$ cat config.mk
export PLATFORM = sky130hd
export DESIGN_NAME = bcd_display_scan
export DESIGN_NICKNAME = d
export VERILOG_FILES = /design/src/rtl/bcd_display_scan_pkg.sv /design/src/rtl/seg7_decode.sv /design/src/rtl/bcd_display_scan.sv
export VERILOG_INCLUDE_DIRS = /design/src /design/src/rtl
export SDC_FILE = /design/constraint.sdc
export NUM_CORES = 1
export LEC_CHECK = 0
export ABC_AREA = 1
export CORE_MARGIN = 8
export CORE_UTILIZATION = 51
export CTS_CLUSTER_DIAMETER = 100
export DETAILED_ROUTE_END_ITERATION = 8
export GPL_TIMING_DRIVEN = 0
export PLACE_DENSITY = 0.77
export SYNTH_ARGS = -nofsm -noshare
export SYNTH_HDL_FRONTEND = slang
export SYNTH_HIERARCHICAL = 1
export SYNTH_SLANG_ARGS = --single-unit
$ cat constraint.sdc
create_clock -name clk -period 2.2 [get_ports clk]
set_input_delay 0.44 -clock clk [delete_from_list [all_inputs] [get_ports clk]]
set_output_delay 0.44 -clock clk [all_outputs]
set_load 0.03 [all_outputs]
$ cat src/rtl/seg7_defs.vh
// Shared 7-segment constants: active-low patterns in {g,f,e,d,c,b,a} order.
`ifndef SEG7_DEFS_VH
`define SEG7_DEFS_VH

`define BCD_DIGIT_W 4

localparam logic [6:0] SEG_0    = 7'h40;
localparam logic [6:0] SEG_1    = 7'h79;
localparam logic [6:0] SEG_2    = 7'h24;
localparam logic [6:0] SEG_3    = 7'h30;
localparam logic [6:0] SEG_4    = 7'h19;
localparam logic [6:0] SEG_5    = 7'h12;
localparam logic [6:0] SEG_6    = 7'h02;
localparam logic [6:0] SEG_7    = 7'h78;
localparam logic [6:0] SEG_8    = 7'h00;
localparam logic [6:0] SEG_9    = 7'h10;
// Segment g only: marks a nibble that is not valid BCD.
localparam logic [6:0] SEG_DASH = 7'h3F;
localparam logic [6:0] SEG_OFF  = 7'h7F;
localparam logic [7:0] AN_OFF   = 8'hFF;

`endif

$ cat src/rtl/bcd_display_scan_pkg.sv
// Common constants for the multiplexed BCD display driver.
package bcd_display_scan_pkg;

`include "seg7_defs.vh"

    // Bits per packed BCD digit.
    localparam int DIGIT_W = `BCD_DIGIT_W;

endpackage

$ cat src/rtl/seg7_decode.sv
// Combinational nibble -> active-low 7-segment pattern, with blanking.
module seg7_decode
    import bcd_display_scan_pkg::*;
(
    input  logic [DIGIT_W-1:0] digit_i,
    input  logic               blank_i,
    output logic [6:0]         seg_o
);

    // Blank wins over any digit value; non-BCD nibbles render as a dash.
    always_comb begin
        seg_o = SEG_OFF;
        if (!blank_i) begin
            case (digit_i)
                4'd0:    seg_o = SEG_0;
                4'd1:    seg_o = SEG_1;
                4'd2:    seg_o = SEG_2;
                4'd3:    seg_o = SEG_3;
                4'd4:    seg_o = SEG_4;
                4'd5:    seg_o = SEG_5;
                4'd6:    seg_o = SEG_6;
                4'd7:    seg_o = SEG_7;
                4'd8:    seg_o = SEG_8;
                4'd9:    seg_o = SEG_9;
                default: seg_o = SEG_DASH;
            endcase
        end
    end

endmodule

$ cat src/rtl/bcd_display_scan.sv
// Time-multiplexed 8-digit 7-segment driver. A new BCD word is held as
// pending and only committed to the displayed word at a frame boundary,
// so one scan frame always shows a single consistent value.
module bcd_display_scan
    import bcd_display_scan_pkg::*;
#(
    parameter int NUM_DIGITS = 8,
    parameter int TICK_DIV   = 50000,
    parameter int CNT_W      = 16
) (
    input  logic                          clk,
    input  logic                          rst_n,
    input  logic [NUM_DIGITS*DIGIT_W-1:0] bcd_in,
    input  logic                          bcd_valid,
    input  logic                          blank_lz,
    input  logic [NUM_DIGITS-1:0]         dp_mask,
    output logic [NUM_DIGITS-1:0]         an,
    output logic [6:0]                    seg,
    output logic                          dp,
    output logic                          frame_done
);

    localparam int                 IDX_W    = $clog2(NUM_DIGITS);
    localparam int                 BCD_W    = NUM_DIGITS * DIGIT_W;
    localparam logic [CNT_W-1:0]   CNT_LAST = CNT_W'(TICK_DIV - 1);
    localparam logic [IDX_W-1:0]   IDX_LAST = IDX_W'(NUM_DIGITS - 1);

    logic [CNT_W-1:0]      cnt_q, cnt_d;
    logic [IDX_W-1:0]      idx_q, idx_d;
    logic [BCD_W-1:0]      pending_q, pending_d;
    logic                  pend_vld_q, pend_vld_d;
    logic [BCD_W-1:0]      shown_q, shown_d;
    logic [NUM_DIGITS-1:0] an_q, an_d;
    logic [6:0]            seg_q, seg_d;
    logic                  dp_q, dp_d;

    logic                  tick;
    logic [DIGIT_W-1:0]    cur_digit;
    logic [IDX_W-1:0]      msd;
    logic                  blank;

    assign tick       = (cnt_q == CNT_LAST);
    assign frame_done = tick && (idx_q == IDX_LAST);

    // Prescaler and digit index advance; the index moves once per slot.
    always_comb begin
        cnt_d = cnt_q + 1'b1;
        idx_d = idx_q;
        if (tick) begin
            cnt_d = '0;
            idx_d = (idx_q == IDX_LAST) ? '0 : idx_q + 1'b1;
        end
    end

    // Capture into pending on a strobe; commit to shown only at frame end.
    // A strobe landing on the boundary cycle bypasses pending entirely.
    always_comb begin
        pending_d  = pending_q;
        pend_vld_d = pend_vld_q;
        shown_d    = shown_q;
        if (frame_done) begin
            if (bcd_valid) begin
                shown_d = bcd_in;
            end else if (pend_vld_q) begin
                shown_d = pending_q;
            end
            pend_vld_d = 1'b0;
        end else if (bcd_valid) begin
            pending_d  = bcd_in;
            pend_vld_d = 1'b1;
        end
    end

    // Select the nibble of the digit currently being scanned.
    always_comb begin
        cur_digit = '0;
        for (int k = 0; k < NUM_DIGITS; k++) begin
            if (idx_q == IDX_W'(k)) begin
                cur_digit = shown_q[k*DIGIT_W +: DIGIT_W];
            end
        end
    end

    // Most significant nonzero digit; illegal nibbles count as nonzero.
    always_comb begin
        msd = '0;
        for (int k = 1; k < NUM_DIGITS; k++) begin
            if (shown_q[k*DIGIT_W +: DIGIT_W] != '0) begin
                msd = IDX_W'(k);
            end
        end
    end

    assign blank = blank_lz && (idx_q > msd);

    seg7_decode u_decode (
        .digit_i (cur_digit),
        .blank_i (blank),
        .seg_o   (seg_d)
    );

    // Next output values: one low anode, dp live from the mask unless blanked.
    always_comb begin
        an_d        = '1;
        an_d[idx_q] = 1'b0;
        dp_d        = blank | ~dp_mask[idx_q];
    end

    // State and output registers; reset drops all pending data.
    always_ff @(posedge clk or negedge rst_n) begin
        if (!rst_n) begin
            cnt_q      <= '0;
            idx_q      <= '0;
            pending_q  <= '0;
            pend_vld_q <= 1'b0;
            shown_q    <= '0;
            an_q       <= AN_OFF;
            seg_q      <= SEG_OFF;
            dp_q       <= 1'b1;
        end else begin
            cnt_q      <= cnt_d;
            idx_q      <= idx_d;
            pending_q  <= pending_d;
            pend_vld_q <= pend_vld_d;
            shown_q    <= shown_d;
            an_q       <= an_d;
            seg_q      <= seg_d;
            dp_q       <= dp_d;
        end
    end

    assign an  = an_q;
    assign seg = seg_q;
    assign dp  = dp_q;

endmodule

==> metrics list <==
* Sequential cell area fraction in the yosys report: 0.4781
* Synth warnings: 6
* Category of the most critical setup path: reg -> reg
* Layout Skew: 0.01414 ns
- For this design, the CTS-stage hold fixing added 0 buffers.
* Number of global-route vias before repair: 4504
* Leakage power: 3.153 nW
* Number of placed instances with taps included: 818
- Worst setup slack for register-to-register paths: -0.006 ns
* Proportion of power drawn by flip-flops and latches: 0.569
* Required time reported for the critical path endpoint: 2.48 ns
- Of the cells placed in the final design, the portion with a size suffix greater than 1 is 0.2328.
* Number of placement rows: 37
- The detail route stage leaves a number of antenna-violating nets equal to 0.
- The longest clock path from root to sink contains 2 buffers.
* Max_slew headroom: 0.6700
* Area enclosed by the die boundary: 13860 um^2
- Primary FF master, synth: dfrtp_1
- The net count of the finished layout is 768.
* Kind of launch point of the worst setup path: flop
- Status: complete, but fails checks
* Internal power summed over all cells: 0.002551 W
* Die Span X: 117.7 um
- Clock network fraction of total power: 0.344
- The root buffer cell chosen for the clock tree is clkbuf_8.
* Combinational Power Share: 0.087
* Mapped Avg Cell Area: 8.496 um^2
* Clock latency at the later pin of the worst-skew pair: 0.37 ns
* Slew Viols, Final: 0
- From bottom edge to top edge, the die measures 117.7 um.
- The synthesized netlist contains 37 unique library cells.
- The clock drives 100 sinks.
- Total power of the final layout: 0.003372 W
* Count of placed standard cells in the final layout, fillers left out: 849
- In the routed layout, each cell is associated on average with a via count of 5.179.
* Power density relative to cell area: 511.4 nW/um^2
- Hold timing on the final database bottoms out at a slack of 0.03907 ns.
* Max FO, Critical Path: 7
- Global-route wire length before repair: 20820 um
- After layout, the minimum clock period comes to 2.206 ns.
* Max-cap viol count: 0
- Setup tns final: -0.006433 ns
- Path type of the worst min-delay path: in -> async
- Switching Share: 0.2433
* Number of nets in the synthesized netlist: 680
- Worst Path Arrival: 2.49 ns
- The number of antenna diodes in the final layout is 0.
- Number of levels the H-tree was split into: 3
- Flip-flop and latch count after synthesis: 100
* Worst R2R Start: idx_q[1]$_DFFE_PN0N_
- Synthesized instance count: 621
- Overall via count from detail_route: 4397
* Worst IR drop on VDD: 0.5003 mV
- After layout, the worst setup slack is -0.006433 ns.
- Failing checks: negative setup slack
- Max Fclk: 0.4532 GHz
- Average detailed-routed wire length per instance: 14.43 um
- The number of antenna violations at the first check in global routing came to 0.
* Drc violations: 0
* Switching power total: 0.0008204 W
- Hold violation total from the final report: 0
- Clock edge transition at the registers on the reported setup and hold paths: 0.09 ns
- Tracing the worst setup path back leads to its startpoint at idx_q[1]$_DFFE_PN0N_.
- In this run, CTS created clock tree buffers numbering 9.
* Crit path capture type: flop
* Fraction of registers with async set or reset after synthesis: 1.000
- Placer's final routability congestion estimate: 0.8684
* Maximum number of pins on one net before global-route repair: 63
- Final WL: 12260 um
* Number of flops mapped to enable cells by yosys: 0
- Post-detailed-placement half-perimeter wirelength: 8792 um
- Across every metal layer, demand over resource in global routing totals 0.1770.
- TritonCTS built the clock tree.
- After synthesis the cells add up to 5276 um^2.
- Dividing the final minimum period by the clock period gives 1.003.
- Placeable core region: 10180 um^2
* Worst slack at placement: -0.3612 ns
- At the pin with the least slew margin, the transition time is 0.4950 ns.
- The endpoint identified for the worst register-to-register timing path is seg[5]$_DFF_PN1_.
- DRC marker count from the first detailed-route iteration: 241
- For this run the aggregate overflow at the end of global routing stands at 0.
- I/O pin count: 61
* Area growth, synth to finish: 24.97%
* Number of I/O port buffers: 60
- Setup violations remaining at the end of the flow were counted as 1.
- The initial utilization of the core area, before any placement, comes to 0.5181.
- The worst register-to-register path has a depth of 16.
- The pre-antenna-repair detailed-routing pass consisted of 5 iterations.
- Following the worst setup path forward leads to its endpoint at seg[5]$_DFF_PN1_.
- Setup repair after global routing could not meet its margin everywhere.
## per-stage QoR
stage,cell area (um^2),utilization
6_report,6594,0.6474
5_1_grt,6594,0.6474
4_1_cts,6371,0.6256
3_5_place_dp,6076,0.5966
3_3_place_gp,6051,0.5941
2_1_floorplan,5280,-
## cell usage in the layout, fill, tap and decap left out, drive strengths merged, types with 15 or more instances in the layout
master,instances
nand2,182
dfrtp,84
inv,75
o21ai,66
clkdlybuf4s50,58
nand3,46
nor2,37
buf,36
mux2i,19
dfstp,16
a21oi,15
ha,15
## cells in the mapped netlist (all sizes together) (2+ instances only)
cell    instances  area [um^2]
clkbuf          2        7.510
a31oi           2        12.51
mux2i          19        190.2
nand4           9        62.56
buf            18        131.4
o21ai          66        450.4
o22ai           3        18.77
o21a            2        15.01
ha             15        187.7
xor2            6        52.55
nor3            9        45.04
or2             4        25.02
dfrtp          84         2102
a21oi          15        75.07
o211ai          2        15.01
nand2         182        723.2
inv            73        274.0
nor2           37        151.4
dfstp          16        420.4
nor4            7        43.79
nand3          46        245.2
## layer usage
metal	up-vias	GRT usage	part of all wire
met5	-	0	0
met4	0	0.04964	0.016
met3	17	0.03933	0.039
met2	88	0.3012	0.49
met1	2107	0.2212	0.45
li1	2185	-	-
## sequential cells by signal (all words and copies together), names as in the netlist
register,flops
an,8
dp,1
idx_q,3
pending_q,32
shown_q,32
seg,7
cnt_q,16
pend_vld_q,1
## critical path, stage by stage, from the launching register on
cell and delay (ns):
dfrtp_2 0.45, ha_2 0.22, ha_2 0.19, inv_2 0.07
or2_2 0.27, nand2_1 0.07, nand2_1 0.05, nand2_1 0.06
nand2_1 0.06, nand2_1 0.08, nand2_2 0.09, buf_4 0.15
ha_4 0.15, inv_2 0.05, nand2_2 0.05, nand3_1 0.09
nand2_1 0.06
## layout make-up
cell class | instances | area (um^2)
Sequential cell | 100 | 2526
Fill cell | 838 | 3591
Buffer | 20 | 141.4
Multi-Input combinational cell | 427 | 2534
Inverter | 74 | 287.8
Timing Repair Buffer | 77 | 747.0
Tap cell | 136 | 170.2
Clock inverter | 5 | 60.06
Clock buffer | 10 | 127.6
## power by group through the flow
stage	sequential, W	clock (W)	combinational, W
floorplan	0.00195	0	0.000131
global placement	0.00195	0	0.000282
detailed placement	0.00195	0	0.000295
CTS	0.00192	0.00118	0.000296
global route	0.00192	0.00125	0.000328
finish	0.00192	0.00116	0.000293
## kinds of logic (layout without fill, tap and decap cells)
| family | Yosys count | after routing | synth area share |
|---|---|---|---|
| simple gates | 295 | 295 | 0.2471 |
| flops | 100 | 100 | 0.4781 |
| buf+inv | 94 | 186 | 0.07896 |
| compound gates | 91 | 91 | 0.1126 |
| mux | 19 | 19 | 0.03604 |
| fa+ha+maj | 15 | 15 | 0.03557 |
| xor+xnor | 7 | 7 | 0.01162 |
## repair_timing
action                                  CTS  global route
endpoints found under the setup margin    9             9
gates resized for setup                  26            37
pin swaps                                 2            16
setup buffers                             8             8
## worst min path at each step
stage / from / end / slack, ns / cells after the start
after floorplan: rst_n / cnt_q[0]$_DFF_PN0_ / 0.14 / 0
after global placement: cnt_q[0]$_DFF_PN0_ / cnt_q[0]$_DFF_PN0_ / 0.45 / 1
after detailed placement: rst_n / cnt_q[5]$_DFF_PN0_ / 0.44 / 1
after CTS: rst_n / cnt_q[5]$_DFF_PN0_ / 0.06 / 1
after global routing: rst_n / cnt_q[5]$_DFF_PN0_ / 0.07 / 1
final: rst_n / cnt_q[5]$_DFF_PN0_ / 0.04 / 1
(Power assumes the default switching activity.)
